## config.mk

```make
export PLATFORM = sky130hd
export DESIGN_NAME = unsigned_div_arbiter_flat
export DESIGN_NICKNAME = d
export VERILOG_FILES = /design/src/rtl/div_pkg.sv /design/src/rtl/unsigned_div_arbiter_if.sv /design/src/rtl/div_rr_pick.sv /design/src/rtl/unsigned_div_arbiter.sv /design/src/flat_wrapper.sv
export SDC_FILE = /design/constraint.sdc
export NUM_CORES = 1
export LEC_CHECK = 0
export CORE_MARGIN = 3
export CORE_UTILIZATION = 39
export DETAILED_ROUTE_END_ITERATION = 10
export PLACE_DENSITY = 0.85
export SLEW_MARGIN = 20
export SYNTH_ARGS = -nofsm -noshare
export SYNTH_HDL_FRONTEND = slang
export SYNTH_HIERARCHICAL = 1
export SYNTH_SLANG_ARGS = --single-unit
```

## constraint.sdc

```tcl
create_clock -name clk -period 3 [get_ports clk]
set_input_delay 0.75 -clock clk [delete_from_list [all_inputs] [get_ports clk]]
set_output_delay 0.75 -clock clk [all_outputs]
set_load 0.01 [all_outputs]
```

## src/rtl/div_pkg.sv

```systemverilog
// Shared definitions for the unsigned divider arbiter: state encoding, default widths
// and a small index wrap helper.
package div_pkg;

    localparam int DEF_N = 8;
    localparam int DEF_M = 4;
    localparam int DEF_R = 4;

    localparam logic [1:0] ST_IDLE  = 2'd0;
    localparam logic [1:0] ST_ISSUE = 2'd1;
    localparam logic [1:0] ST_WAIT  = 2'd2;
    localparam logic [1:0] ST_RESP  = 2'd3;

    typedef enum logic [1:0] {
        IDLE  = ST_IDLE,
        ISSUE = ST_ISSUE,
        WAIT  = ST_WAIT,
        RESP  = ST_RESP
    } state_t;

    // (a + b) mod r for operands already below r
    function automatic int wrap_add(input int a, input int b, input int r);
        int s;
        s = a + b;
        if (s >= r) s = s - r;
        return s;
    endfunction

endpackage

```

## src/rtl/unsigned_div_arbiter_if.sv

```systemverilog
// Requester and divider-side bundle of the shared divider arbiter.
// slave is the arbiter's view; master is the requesters/divider side.
interface unsigned_div_arbiter_if #(
    parameter int N = 8,
    parameter int M = 4,
    parameter int R = 4
);
    logic [R-1:0]   req;
    logic [R*N-1:0] req_dividend;
    logic [R*M-1:0] req_divisor;
    logic [R-1:0]   grant;
    logic [R-1:0]   done;
    logic [N-1:0]   quotient;
    logic [M-1:0]   remainder;
    logic           dz;
    logic           div_start;
    logic [N-1:0]   div_dividend;
    logic [M-1:0]   div_divisor;
    logic           div_ready;
    logic [N-1:0]   div_quotient;
    logic [M-1:0]   div_remainder;

    modport slave (
        input  req, req_dividend, req_divisor, div_ready, div_quotient, div_remainder,
        output grant, done, quotient, remainder, dz, div_start, div_dividend, div_divisor
    );

    modport master (
        output req, req_dividend, req_divisor, div_ready, div_quotient, div_remainder,
        input  grant, done, quotient, remainder, dz, div_start, div_dividend, div_divisor
    );
endinterface

```

## src/rtl/div_rr_pick.sv

```systemverilog
// Combinational round-robin picker: first set req bit at or above ptr, wrapping to 0.
module div_rr_pick
    import div_pkg::*;
#(
    parameter int R  = DEF_R,
    parameter int IW = $clog2(R)
) (
    input  logic [R-1:0]  req,
    input  logic [IW-1:0] ptr,
    output logic          any,
    output logic [IW-1:0] idx
);

    logic [IW-1:0] cand;

    // Walk from the farthest candidate back to ptr so the nearest one wins.
    always_comb begin
        any  = 1'b0;
        idx  = '0;
        cand = '0;
        for (int k = R - 1; k >= 0; k--) begin
            cand = IW'(wrap_add(int'(ptr), k, R));
            if (req[cand]) begin
                any = 1'b1;
                idx = cand;
            end
        end
    end

endmodule

```

## src/rtl/unsigned_div_arbiter.sv

```systemverilog
// Round-robin arbiter sharing one sequential unsigned divider among R requesters.
// Zero divisors are answered locally without starting the divider.
module unsigned_div_arbiter
    import div_pkg::*;
#(
    parameter int N  = DEF_N,
    parameter int M  = DEF_M,
    parameter int R  = DEF_R,
    parameter int IW = $clog2(R)
) (
    input  logic                   clk,
    input  logic                   reset,
    unsigned_div_arbiter_if.slave  bus
);

    state_t        state;
    state_t        state_nxt;
    logic [IW-1:0] ptr;
    logic [IW-1:0] idx;
    logic [IW-1:0] pick_idx;
    logic          pick_any;
    logic          accept;
    logic          zero_div;
    logic          div_start_c;
    logic [R-1:0]  pick_oh;
    logic [R-1:0]  done_c;
    logic [R-1:0]  grant_q;
    logic [N-1:0]  sel_dividend;
    logic [M-1:0]  sel_divisor;
    logic [N-1:0]  quotient_q;
    logic [M-1:0]  remainder_q;
    logic          dz_q;
    logic [N-1:0]  div_dividend_q;
    logic [M-1:0]  div_divisor_q;

    div_rr_pick #(.R(R), .IW(IW)) u_pick (
        .req (bus.req),
        .ptr (ptr),
        .any (pick_any),
        .idx (pick_idx)
    );

    always_comb begin
        pick_oh      = '0;
        sel_dividend = '0;
        sel_divisor  = '0;
        for (int i = 0; i < R; i++) begin
            if (IW'(i) == pick_idx) begin
                pick_oh[i]   = 1'b1;
                sel_dividend = bus.req_dividend[i*N +: N];
                sel_divisor  = bus.req_divisor[i*M +: M];
            end
        end
    end

    assign zero_div = (sel_divisor == '0);
    assign accept   = (state == IDLE) && pick_any && bus.div_ready;

    always_ff @(posedge clk or posedge reset) begin
        if (reset) state <= IDLE;
        else       state <= state_nxt;
    end

    always_comb begin
        state_nxt   = state;
        div_start_c = 1'b0;
        done_c      = '0;
        case (state)
            IDLE: begin
                if (accept) state_nxt = zero_div ? RESP : ISSUE;
            end
            ISSUE: begin
                div_start_c = 1'b1;
                state_nxt   = WAIT;
            end
            WAIT: begin
                if (bus.div_ready) state_nxt = RESP;
            end
            RESP: begin
                for (int i = 0; i < R; i++) done_c[i] = (IW'(i) == idx);
                state_nxt = IDLE;
            end
            default: state_nxt = IDLE;
        endcase
    end

    // Result registers change only on the edge into RESP, so they stay put between dones.
    always_ff @(posedge clk or posedge reset) begin
        if (reset) begin
            ptr            <= '0;
            idx            <= '0;
            grant_q        <= '0;
            quotient_q     <= '0;
            remainder_q    <= '0;
            dz_q           <= 1'b0;
            div_dividend_q <= '0;
            div_divisor_q  <= '0;
        end else begin
            grant_q <= '0;
            if (accept) begin
                grant_q        <= pick_oh;
                idx            <= pick_idx;
                div_dividend_q <= sel_dividend;
                div_divisor_q  <= sel_divisor;
                if (zero_div) begin
                    quotient_q  <= '1;
                    remainder_q <= sel_dividend[M-1:0];
                    dz_q        <= 1'b1;
                end
            end
            if (state == WAIT && bus.div_ready) begin
                quotient_q  <= bus.div_quotient;
                remainder_q <= bus.div_remainder;
                dz_q        <= 1'b0;
            end
            if (state == RESP) begin
                ptr <= (idx == IW'(R - 1)) ? '0 : idx + IW'(1);
            end
        end
    end

    assign bus.grant        = grant_q;
    assign bus.done         = done_c;
    assign bus.quotient     = quotient_q;
    assign bus.remainder    = remainder_q;
    assign bus.dz           = dz_q;
    assign bus.div_start    = div_start_c;
    assign bus.div_dividend = div_dividend_q;
    assign bus.div_divisor  = div_divisor_q;

endmodule

```

## src/flat_wrapper.sv

```systemverilog
// flat-port wrapper written by rule: the top's interface ports become plain ports
module unsigned_div_arbiter_flat import div_pkg::*;
#(
    parameter int N  = DEF_N,
    parameter int M  = DEF_M,
    parameter int R  = DEF_R,
    parameter int IW = $clog2(R)
)
  (clk, reset, bus_req, bus_req_dividend, bus_req_divisor, bus_div_ready, bus_div_quotient, bus_div_remainder, bus_grant, bus_done, bus_quotient, bus_remainder, bus_dz, bus_div_start, bus_div_dividend, bus_div_divisor);
  unsigned_div_arbiter_if #(.N(N), .M(M), .R(R)) bus_i ();
  input  logic clk;
  input  logic reset;
  input wire logic [$bits(bus_i.req)-1:0] bus_req;
  input wire logic [$bits(bus_i.req_dividend)-1:0] bus_req_dividend;
  input wire logic [$bits(bus_i.req_divisor)-1:0] bus_req_divisor;
  input wire logic [$bits(bus_i.div_ready)-1:0] bus_div_ready;
  input wire logic [$bits(bus_i.div_quotient)-1:0] bus_div_quotient;
  input wire logic [$bits(bus_i.div_remainder)-1:0] bus_div_remainder;
  output wire logic [$bits(bus_i.grant)-1:0] bus_grant;
  output wire logic [$bits(bus_i.done)-1:0] bus_done;
  output wire logic [$bits(bus_i.quotient)-1:0] bus_quotient;
  output wire logic [$bits(bus_i.remainder)-1:0] bus_remainder;
  output wire logic [$bits(bus_i.dz)-1:0] bus_dz;
  output wire logic [$bits(bus_i.div_start)-1:0] bus_div_start;
  output wire logic [$bits(bus_i.div_dividend)-1:0] bus_div_dividend;
  output wire logic [$bits(bus_i.div_divisor)-1:0] bus_div_divisor;
  assign bus_i.req = bus_req;
  assign bus_i.req_dividend = bus_req_dividend;
  assign bus_i.req_divisor = bus_req_divisor;
  assign bus_i.div_ready = bus_div_ready;
  assign bus_i.div_quotient = bus_div_quotient;
  assign bus_i.div_remainder = bus_div_remainder;
  assign bus_grant = bus_i.grant;
  assign bus_done = bus_i.done;
  assign bus_quotient = bus_i.quotient;
  assign bus_remainder = bus_i.remainder;
  assign bus_dz = bus_i.dz;
  assign bus_div_start = bus_i.div_start;
  assign bus_div_dividend = bus_i.div_dividend;
  assign bus_div_divisor = bus_i.div_divisor;
  unsigned_div_arbiter #(.N(N), .M(M), .R(R), .IW(IW)) u_core (.clk(clk), .reset(reset), .bus(bus_i));
endmodule
```

==> impl_results.md, run 1 <==
- First-pass GRT wire length: 8.05 mm
- Vias in the first global route: 1,815
- Mapped Area: 1880 um2
- Share of layout cells above drive strength 1: 0.140
- Worst Setup Start Kind: input pin
- CTS tree: built
- Clk buf depth: 2
- Post-synth net total: 249
- Vias per cell: 5.16
- Worst hold start: u_core/bus.div_dividend[1]
- Netlist cell types: 27
- Crit path required time: 3230 ps
- Top cell type's share of synthesized area: 0.465
- Register area share after synthesis: 0.465
- Total global routing track utilization: 0.190
- Worst slew pin tran: 731 ps
- Syn avg cell area: 10.9 um2
- Power Dens Cells: 837 nW/um2
- # DRC: 0
- Grt met1 use: 0.212
- DP Wirelength: 4.10 mm
- Fin. Hold Viols: 0
- Critical path arrival: 3050 ps
- Slew Viols, Final: 0
- Core footprint: 4500 um2
- Routed via count: 1,739
- # rows: 24
- RSZ-0062 raised after global routing: no
- Clock Skews: 8.13 ps
- Hold path endpoint: u_core/bus.div_dividend[1]
- Max Cap Violations: 0
- Met3 global-route usage: 0.0792
- DP Worst Slack: -435 ps
- Number of synthesized flops with an enable pin: 0
- Full die area: 5700 um2
- Synth area leader: dfrtp_1
- Final wirelength: 5.32 mm
- Clock-pin transition on the worst setup and hold timing paths: 70 ps
- Ant diodes: 0
- Top cells by area, synth: dfrtp_1 (46%), mux4_2 (14%), nand2_1 (8.2%), ha_1 (6.0%), o22a_1 (3.7%)
- TritonCTS buffer count: 5
- Top-count cell post-synth: nand2_1
- Setup TNS: 0 ps
- Final setup viols: 0
- Critical path peak fanout: 8
- Pin count of the biggest net entering global routing: 36
- Fill count: 358
- Port Buf Inserts: 100
- Depth of the worst register-to-register path: 7
- GRT busiest layer: met2
- Final net count: 360
- Dominant synthesized flop cell: dfrtp_1
- Ys async rst share: 1.00
- Instance count of the mapped netlist: 173
- Critical path type: input pin to register
- Peak VDD IR: 0.339 mV
- Met2 track demand over resource: 0.330
- Reg2reg setup slack: 350 ps
- Initial DRC Count: 55
- Routed Antenna Nets: 0
- Post-CTS Setup Inserts: 0
- Slew HR: 0.512
- Static Leakage: 1.35 nW
- H-tree Lvls: 2
- Overflow after GRT: 0
- Warnings from Yosys: 6
- Run status: finished clean
- FF-to-FF End: u_core/bus.quotient[7]
- CTS Sinks: 35
- Clk_lat worst skew: 290 ps
- Fin crit period: 2830 ps
- Final worst-path cycle share: 0.943
- Hold Buf Count CTS: 0
- Initial antenna violation count: 0
- Root Driver: clkbuf_8
- I/O pins: 101
- Routed WL per cell: 15.8 um
- Flops & latches, synth: 35
- Setup ws final: 172 ps
- Highest clock rate: 0.354 GHz
- Hold Crit Depth: 2
- Pre-antenna DRT Iters: 4
- Worst Hold Class: register to register
- Gpl congestion: 0.844
- Initial Util: 0.418
- DIE WIDTH: 75.5 um
- Area Growth Syn to Fin: 65.8%
- Post-synth top cells: nand2_1 (41), dfrtp_1 (35), mux4_2 (12), nor2_1 (12), ha_1 (9)
- Reg-to-reg critical path startpoint: u_core/ptr[1]
- Die Ht: 75.5 um
- Critical Path End Type: register
cell families after synthesis:
family / after synthesis / synth area share
AOI/OAI and AO/OA: 31 / 0.116
adders and majority gates: 9 / 0.0598
buffers and inverters: 14 / 0.0319
DFF: 35 / 0.465
muxes: 16 / 0.166
and+or+nand+nor: 68 / 0.161
timing repair:
action	4_1_cts	5_1_grt
pin swaps	11	1
setup endpoints to repair	10	8
resized for setup	7	1
critical path, stage by stage:
cell and delay [ps]:
dlygate4sd2_1 270, mux2i_2 110, a211oi_4 250, buf_6 150, mux4_2 520, or4_4 590, o21ai_4 240, o22a_1 170
flip-flops by register name (all words and copies together), names as in the netlist:
| signal | count |
|---|---|
| u_core/bus.div_dividend | 8 |
| u_core/bus.div_divisor | 4 |
| u_core/bus.dz | 1 |
| u_core/bus.grant | 4 |
| u_core/bus.quotient | 8 |
| u_core/bus.remainder | 4 |
| u_core/idx | 2 |
| u_core/ptr | 2 |
| u_core/state | 2 |
area by class of cell:
cell class,instances,area (um2),area share
Timing Repair Buffer,112,1090,0.350
Multi-Input combinational cell,124,967,0.310
Sequential cell,35,876,0.280
Clock buffer,8,100,0.0320
Tap cell,52,65.1,0.0208
Inverter,6,22.5,0.00721
where the power goes:
part	total, mW	internal [mW]	switching (mW)	leakage (nW)
Combinational	1.41	0.799	0.607	0.872
Sequential	0.824	0.682	0.142	0.423
Clock	0.384	0.210	0.175	0.0515
cells in the final DEF, fill, tap and decap left out, drive strengths merged:
master,synthesis,routed
dfrtp,35,35
and3,2,2
nand2b,2,2
mux2,2,2
o32a,1,1
ha,9,9
a21oi,8,8
o22a,8,8
a211oi,2,2
mux4,12,12
clkdlybuf4s50,0,96
nor4,1,1
buf,1,12
o21ai,7,7
a21boi,1,1
dlymetal6s2s,0,1
a31oi,4,4
and2,5,5
nand3,1,1
nor3,1,1
nor3b,2,2
nand2,41,41
nor2,12,12
dlygate4sd2,0,3
inv,6,6
mux2i,2,2
clkbuf,7,8
or4,1,1
per-layer routing:
metal,vias to the layer above,share of wire
met5,-,0
met4,0,0.016
met3,8,0.10
met2,80,0.49
met1,822,0.38
li1,829,-
per-stage QoR:
| stage | area (um2) | utilization | power [mW] | std cells | hold slack [ps] |
|---|---|---|---|---|---|
| 6_report | 3120 | 0.694 | 2.61 | 337 | 479 |
| 3_5_place_dp | 3010 | 0.668 | 2.23 | 329 | 462 |
| 5_1_grt | 3120 | 0.694 | 2.80 | 337 | 501 |
| 3_3_place_gp | 3010 | 0.668 | 2.18 | 329 | 459 |
| 4_1_cts | 3120 | 0.693 | 2.64 | 337 | 480 |
| 2_1_floorplan | 1880 | - | 1.56 | 173 | 514 |
worst max path at each step:
stage          slack (ps)                     end        from
4_1_cts                40  u_core/bus.quotient[7]  bus_req[0]
2_1_floorplan         260  u_core/bus.quotient[0]  bus_req[3]
5_1_grt                60  u_core/bus.quotient[6]  bus_req[3]
3_5_place_dp         -440  u_core/bus.quotient[7]  bus_req[3]
3_3_place_gp         -390  u_core/bus.quotient[2]  bus_req[3]
6_report              170  u_core/bus.quotient[7]  bus_req[3]
No activity file was read; power rests on OpenSTA's default activity.
==> run 2, diff against run 1 <==
--- a/config.mk
+++ b/config.mk
@@ -5,6 +5,7 @@
 export SDC_FILE = /design/constraint.sdc
 export NUM_CORES = 1
 export LEC_CHECK = 0
+export CORE_ASPECT_RATIO = 1.75
 export CORE_MARGIN = 3
 export CORE_UTILIZATION = 39
 export DETAILED_ROUTE_END_ITERATION = 10
==> impl_results.md, run 2 (synthesis results as in run 1) <==
- Run status: finished clean
- Highest clock rate: 0.347 GHz (-1.9%)
- Clock Skews: 6.95 ps (-1.18 ps)
- Slew HR: 0.603 (+0.0906)
- Static Leakage: 1.37 nW (+1.8%)
- Pin count of the biggest net entering global routing: 36 (unchanged)
- Critical path's largest stage delay: 600 ps (about the same)
- Critical path peak fanout: 8 (unchanged)
- Final worst-path cycle share: 0.961 (+0.0185)
- Final wirelength: 5.64 mm (+5.8%)
- Routed Antenna Nets: 0 (unchanged)
- Pre-antenna DRT Iters: 4 (unchanged)
- Full die area: 5730 um2 (+0.57%)
- Die Ht: 98.0 um (+30%)
- DP Wirelength: 4.40 mm (+7.4%)
- Critical path arrival: 3120 ps (+70 ps)
- Port Buf Inserts: 100 (unchanged)
- Initial Util: 0.416 (-0.00185)
- Worst Setup Start Kind: input pin
- Most frequent cells in the layout: clkdlybuf4s50_1 (96), nand2_1 (41), dfrtp_1 (35)
- Clk buf depth: 2 (unchanged)
- I/O pins: 101 (unchanged)
- Initial antenna violation count: 0 (unchanged)
- CP delay by family, top: simple AND/OR/NAND/NOR gates
- Setup TNS: 0 ps (unchanged)
- # DRC: 0 (unchanged)
- TritonCTS buffer count: 5 (unchanged)
- Worst Hold Class: register to register
- Clock-pin transition on the worst setup and hold timing paths: 80 ps (about the same)
- Routed WL per cell: 16.6 um (+4.9%)
- CTS tree: built
- Vias in the first global route: 1,972 (+8.7%)
- Routed via count: 1,794 (+3.2%)
- CP bufs+invs: 2 (unchanged)
- Final core occ: 0.699 (+0.00495)
- Critical Path End Type: register
- Area Growth Syn to Fin: 67.7%
- Max Cap Violations: 0 (unchanged)
- Final setup viols: 0 (unchanged)
- Post-CTS Setup Inserts: 0 (unchanged)
- Hold Buf Count CTS: 0 (unchanged)
- Root Driver: clkbuf_8
- Gpl congestion: 0.802 (-5.0%)
- Critical path type: input pin to register
- Slowest-stage cell, CP: or4_4
- Fin crit period: 2880 ps (+55.5 ps)
- Slew Viols, Final: 0 (unchanged)
- CTS Sinks: 35 (unchanged)
- Initial DRC Count: 51 (-7.3%)
- Clk_lat worst skew: 290 ps (about the same)
- Share of layout cells above drive strength 1: 0.152 (+0.0119)
- Total global routing track utilization: 0.213 (+0.0226)
- Core footprint: 4520 um2 (+0.44%)
- Crit path required time: 3230 ps (about the same)
- Peak VDD IR: 0.549 mV (+62%)
- Fin. Hold Viols: 0 (unchanged)
- # rows: 32 (+33%)
- Vias per cell: 5.28 (+2.3%)
- H-tree Lvls: 2 (unchanged)
- Ant diodes: 0 (unchanged)
- Final net count: 364 (+1.1%)
- DIE WIDTH: 58.5 um (-22%)
- Most common cell after layout, fill and taps aside: clkdlybuf4s50_1
- Crit-path cells: dlygate4sd2_1, buf_4, nand2b_1, a211oi_1, nor2_2, mux4_2, or4_4, o21ai_4, o22a_1
- Power Dens Cells: 849 nW/um2 (+1.5%)
- First-pass GRT wire length: 9.29 mm (+15%)
- Worst slew pin tran: 595 ps (-136 ps)
- Overflow after GRT: 0 (unchanged)
- RSZ-0062 raised after global routing: no
[run 2: worst paths after layout]
check	to	startpoint	cells after the start	slack [ps]
max	u_core/bus.quotient[2]	bus_req[3]	9	120
min	u_core/bus.div_dividend[0]	u_core/bus.div_dividend[0]	2	480
max reg2reg	u_core/bus.quotient[2]	u_core/ptr[1]	7	310
min reg2reg	u_core/bus.div_dividend[0]	u_core/bus.div_dividend[0]	2	480
max in group asynchronous	u_core/bus.remainder[3]	reset	3	1820
min in group asynchronous	u_core/bus.quotient[3]	reset	3	870
[run 2: layer usage]
metal / global-route usage / vias to the layer above / routed length [um]
li1: - / 836 / -
met2: 0.359 / 103 / 2940
met1: 0.233 / 831 / 1980
met4: 0.130 / 0 / 316
met3: 0.0489 / 24 / 406
met5: 0 / - / 0
[run 2: cell type report]
| class | instances | area, um2 |
|---|---|---|
| clock buffer | 5 | 68.8 |
| timing repair buffer | 116 | 1120 |
| fill | 336 | 1360 |
| tap | 51 | 63.8 |
| multi-input combinational | 124 | 962 |
| sequential | 35 | 876 |
| inverter | 6 | 22.5 |
| clock inverter | 3 | 43.8 |
[run 2: timing repair]
item                                   CTS  global route
gates resized for setup                  5             2
pin swaps                               11             4
setup endpoints to repair               11            11
endpoints found under the hold margin    0             0
[run 2: power by group]
part           internal (mW)  total, mW  switching, mW
sequential             0.682      0.820          0.139
clock                  0.247      0.424          0.176
combinational          0.811       1.44          0.629
total                   1.74       2.68          0.944
[run 2: per-stage QoR]
stage          area [um2]  hold WS, ps  power [mW]  cells  setup WS (ps)
6_report             3160          475        2.68    340            116
5_1_grt              3160          522        2.88    340           17.1
4_1_cts              3160          480        2.70    340           28.9
3_5_place_dp         3040          463        2.25    332           -434
3_3_place_gp         3040          456        2.21    332           -386
2_1_floorplan        1880          514        1.56    173            256
[run 2: worst min-delay path, cell delays in order (launching register included)]
cell and delay (ps):
dfrtp_1 340, nand2_1 50, nand2_1 50
==> run 3, diff against run 2 <==
--- a/config.mk
+++ b/config.mk
@@ -7,9 +7,9 @@
 export LEC_CHECK = 0
 export CORE_ASPECT_RATIO = 1.75
 export CORE_MARGIN = 3
-export CORE_UTILIZATION = 39
+export CORE_UTILIZATION = 42
 export DETAILED_ROUTE_END_ITERATION = 10
-export PLACE_DENSITY = 0.85
+export PLACE_DENSITY = 0.9
 export SLEW_MARGIN = 20
 export SYNTH_ARGS = -nofsm -noshare
 export SYNTH_HDL_FRONTEND = slang
==> constraint.sdc (replaced) <==
create_clock -name clk -period 3.6 [get_ports clk]
set_input_delay 0.9 -clock clk [delete_from_list [all_inputs] [get_ports clk]]
set_output_delay 0.9 -clock clk [all_outputs]
set_load 0.01 [all_outputs]
==> impl_results.md, run 3 (synthesis results as in run 1) <==
- Post-CTS Resized: 0 (-5)
- Hold Crit Depth: 2 (unchanged)
- Dpl cells: 323 (-2.7%)
- Final worst-path cycle share: 0.940
- Non-Filler Instances: 330 (-2.9%)
- Pre-antenna DRT Iters: 4 (unchanged)
- Switching power share of the total: 0.354 (+0.00264)
- Reg2reg setup slack: 860 ps (+550 ps)
- Combinational share of power: 0.550 (+0.013)
- TritonCTS buffer count: 5 (unchanged)
- Root Driver: clkbuf_8
- Final hold slack: 479 ps (+3.48 ps)
- Initial antenna violation count: 0 (unchanged)
- Final wirelength: 5.28 mm (-6.4%)
- Critical path's largest stage delay: 590 ps (about the same)
- Full die area: 5360 um2 (-6.6%)
- Static Leakage: 1.32 nW (-3.9%)
- Critical path type: input pin to register
- Critical path peak fanout: 9 (+1)
- DIE WIDTH: 56.6 um (-3.3%)
- Hold path endpoint: u_core/bus.div_dividend[1]
- I/O pins: 101 (unchanged)
- Final setup viols: 0 (unchanged)
- Initial Util: 0.446 (+0.0292)
- Critical path arrival: 3600 ps (+480 ps)
- Total global routing track utilization: 0.202 (-0.0111)
- Worst Setup Start Kind: input pin
- CP bufs+invs: 2 (unchanged)
- Final core occ: 0.730 (+0.0315)
- Ant diodes: 0 (unchanged)
- Slew Viols, Final: 0 (unchanged)
- Slew HR: 0.494 (-0.109)
- Overflow after GRT: 0 (unchanged)
- Post-CTS Setup Inserts: 0 (unchanged)
- # rows: 31 (-3.1%)
- Worst Hold Class: register to register
- H-tree Lvls: 2 (unchanged)
- Max Cap Violations: 0 (unchanged)
- # DRC: 0 (unchanged)
- Final net count: 357 (-1.9%)
- First-pass GRT wire length: 8.43 mm (-9.2%)
- Critical Path End Type: register
- RSZ-0062 raised after global routing: no
- Worst hold start: u_core/bus.div_dividend[1]
- Routed WL per cell: 16.0 um (-3.5%)
- Power Dens Cells: 692 nW/um2 (-19%)
- Slowest-stage cell, CP: or4_4
- DP Wirelength: 4.27 mm (-2.9%)
- Pin count of the biggest net entering global routing: 36 (unchanged)
- Cell internal pwr: 1.38 mW (-21%)
- Fin. Hold Viols: 0 (unchanged)
- Power share of the clock group: 0.132 (-0.026)
- Initial DRC Count: 45 (-12%)
- CTS Sinks: 35 (unchanged)
- Hold Buf Count CTS: 0 (unchanged)
- Most common cell after layout, fill and taps aside: clkdlybuf4s50_1
- Peak VDD IR: 0.495 mV (-9.9%)
- Routed via count: 1,738 (-3.1%)
- Highest clock rate: 0.296 GHz
- Vias in the first global route: 1,808 (-8.3%)
- Run status: finished clean
- Clk_lat worst skew: 280 ps (about the same)
- Clock-pin transition on the worst setup and hold timing paths: 70 ps (about the same)
- Crit path required time: 3820 ps (+590 ps)
- Area after DPL: 3000 um2 (-1.4%)
- Gpl congestion: 0.843 (+5.0%)
- Die Ht: 94.6 um (-3.4%)
- Setup TNS: 0 ps (unchanged)
- Core footprint: 4230 um2 (-6.6%)
- Reg-to-reg critical path startpoint: u_core/ptr[1]
- Part of the power in registers: 0.317 (+0.011)
- Fin crit period: 3380 ps
- Routed Antenna Nets: 0 (unchanged)
- Area Growth Syn to Fin: 63.8%
- Port Buf Inserts: 100 (unchanged)
- Worst slew pin tran: 758 ps (+163 ps)
- Most frequent cells in the layout: clkdlybuf4s50_1 (100), nand2_1 (41), dfrtp_1 (35)
- CTS tree: built
- Share of layout cells above drive strength 1: 0.125 (-0.0277)
- Clock Skews: 2.24 ps (-4.71 ps)
- FF-to-FF End: u_core/bus.quotient[7]
- Sw power: 0.757 mW (-20%)
- Depth of the worst register-to-register path: 7 (unchanged)
- CP delay by family, top: compound AO/OA/AOI/OAI gates
- Fill count: 312 (-7.1%)
- Vias per cell: 5.27 (-0.19%)
- Crit-path cells: clkdlybuf4s50_1, mux2i_1, a211oi_4, buf_12, mux4_2, or4_4, o21ai_4, o22a_1
- Post-route cell area: 3090 um2 (-2.3%)
- Clk buf depth: 2 (unchanged)
## run 3: power by group through the flow
stage          Sequential (mW)  Clock (mW)  Combinational, mW
4_1_cts                  0.680       0.291               1.19
6_report                 0.678       0.282               1.18
5_1_grt                  0.704       0.305               1.28
2_1_floorplan            0.737           0              0.563
3_3_place_gp             0.681           0               1.14
3_5_place_dp             0.687           0               1.18
## run 3: layer usage
metal  vias to the layer above  share of wire  global-route usage
met4                         0          0.021              0.0792
li1                        822              -                   -
met3                         8          0.077              0.0424
met2                        79           0.56               0.366
met5                         -              0                   0
met1                       829           0.34               0.227
## run 3: through the flow
stage          power (mW)  setup slack [ps]
2_1_floorplan        1.30               706
3_3_place_gp         1.82             -37.4
3_5_place_dp         1.87              -169
4_1_cts              2.16               129
5_1_grt              2.29              84.4
6_report             2.14               218
## run 3: worst max-delay path by stage
stage	cells past startpoint	start	endpoint	slack (ps)
floorplan	7	bus_req[3]	u_core/bus.quotient[0]	710
global placement	8	bus_req[1]	u_core/bus.quotient[6]	-40
detailed placement	8	bus_req[1]	u_core/bus.quotient[0]	-170
CTS	8	bus_req[1]	u_core/bus.quotient[0]	130
global route	8	bus_req[3]	u_core/bus.quotient[2]	80
finish	8	bus_req[3]	u_core/bus.quotient[7]	220
## run 3: cell type report
type                    count  area, um2  area share
well taps                  49       61.3      0.0199
repair buffers            109       1080       0.350
clock buffers               6       82.6      0.0268
multi-input cells         124        958       0.310
inverters                   6       22.5     0.00730
flip-flops and latches     35        876       0.284
clock inverters             1       5.00     0.00162
## run 3: worst reg2reg max path: stages (launching register included)
cell,delay [ps]
dfrtp_1,440
mux2i_1,190
a211oi_4,330
buf_12,170
mux4_2,510
or4_4,590
o21ai_4,250
o22a_1,190
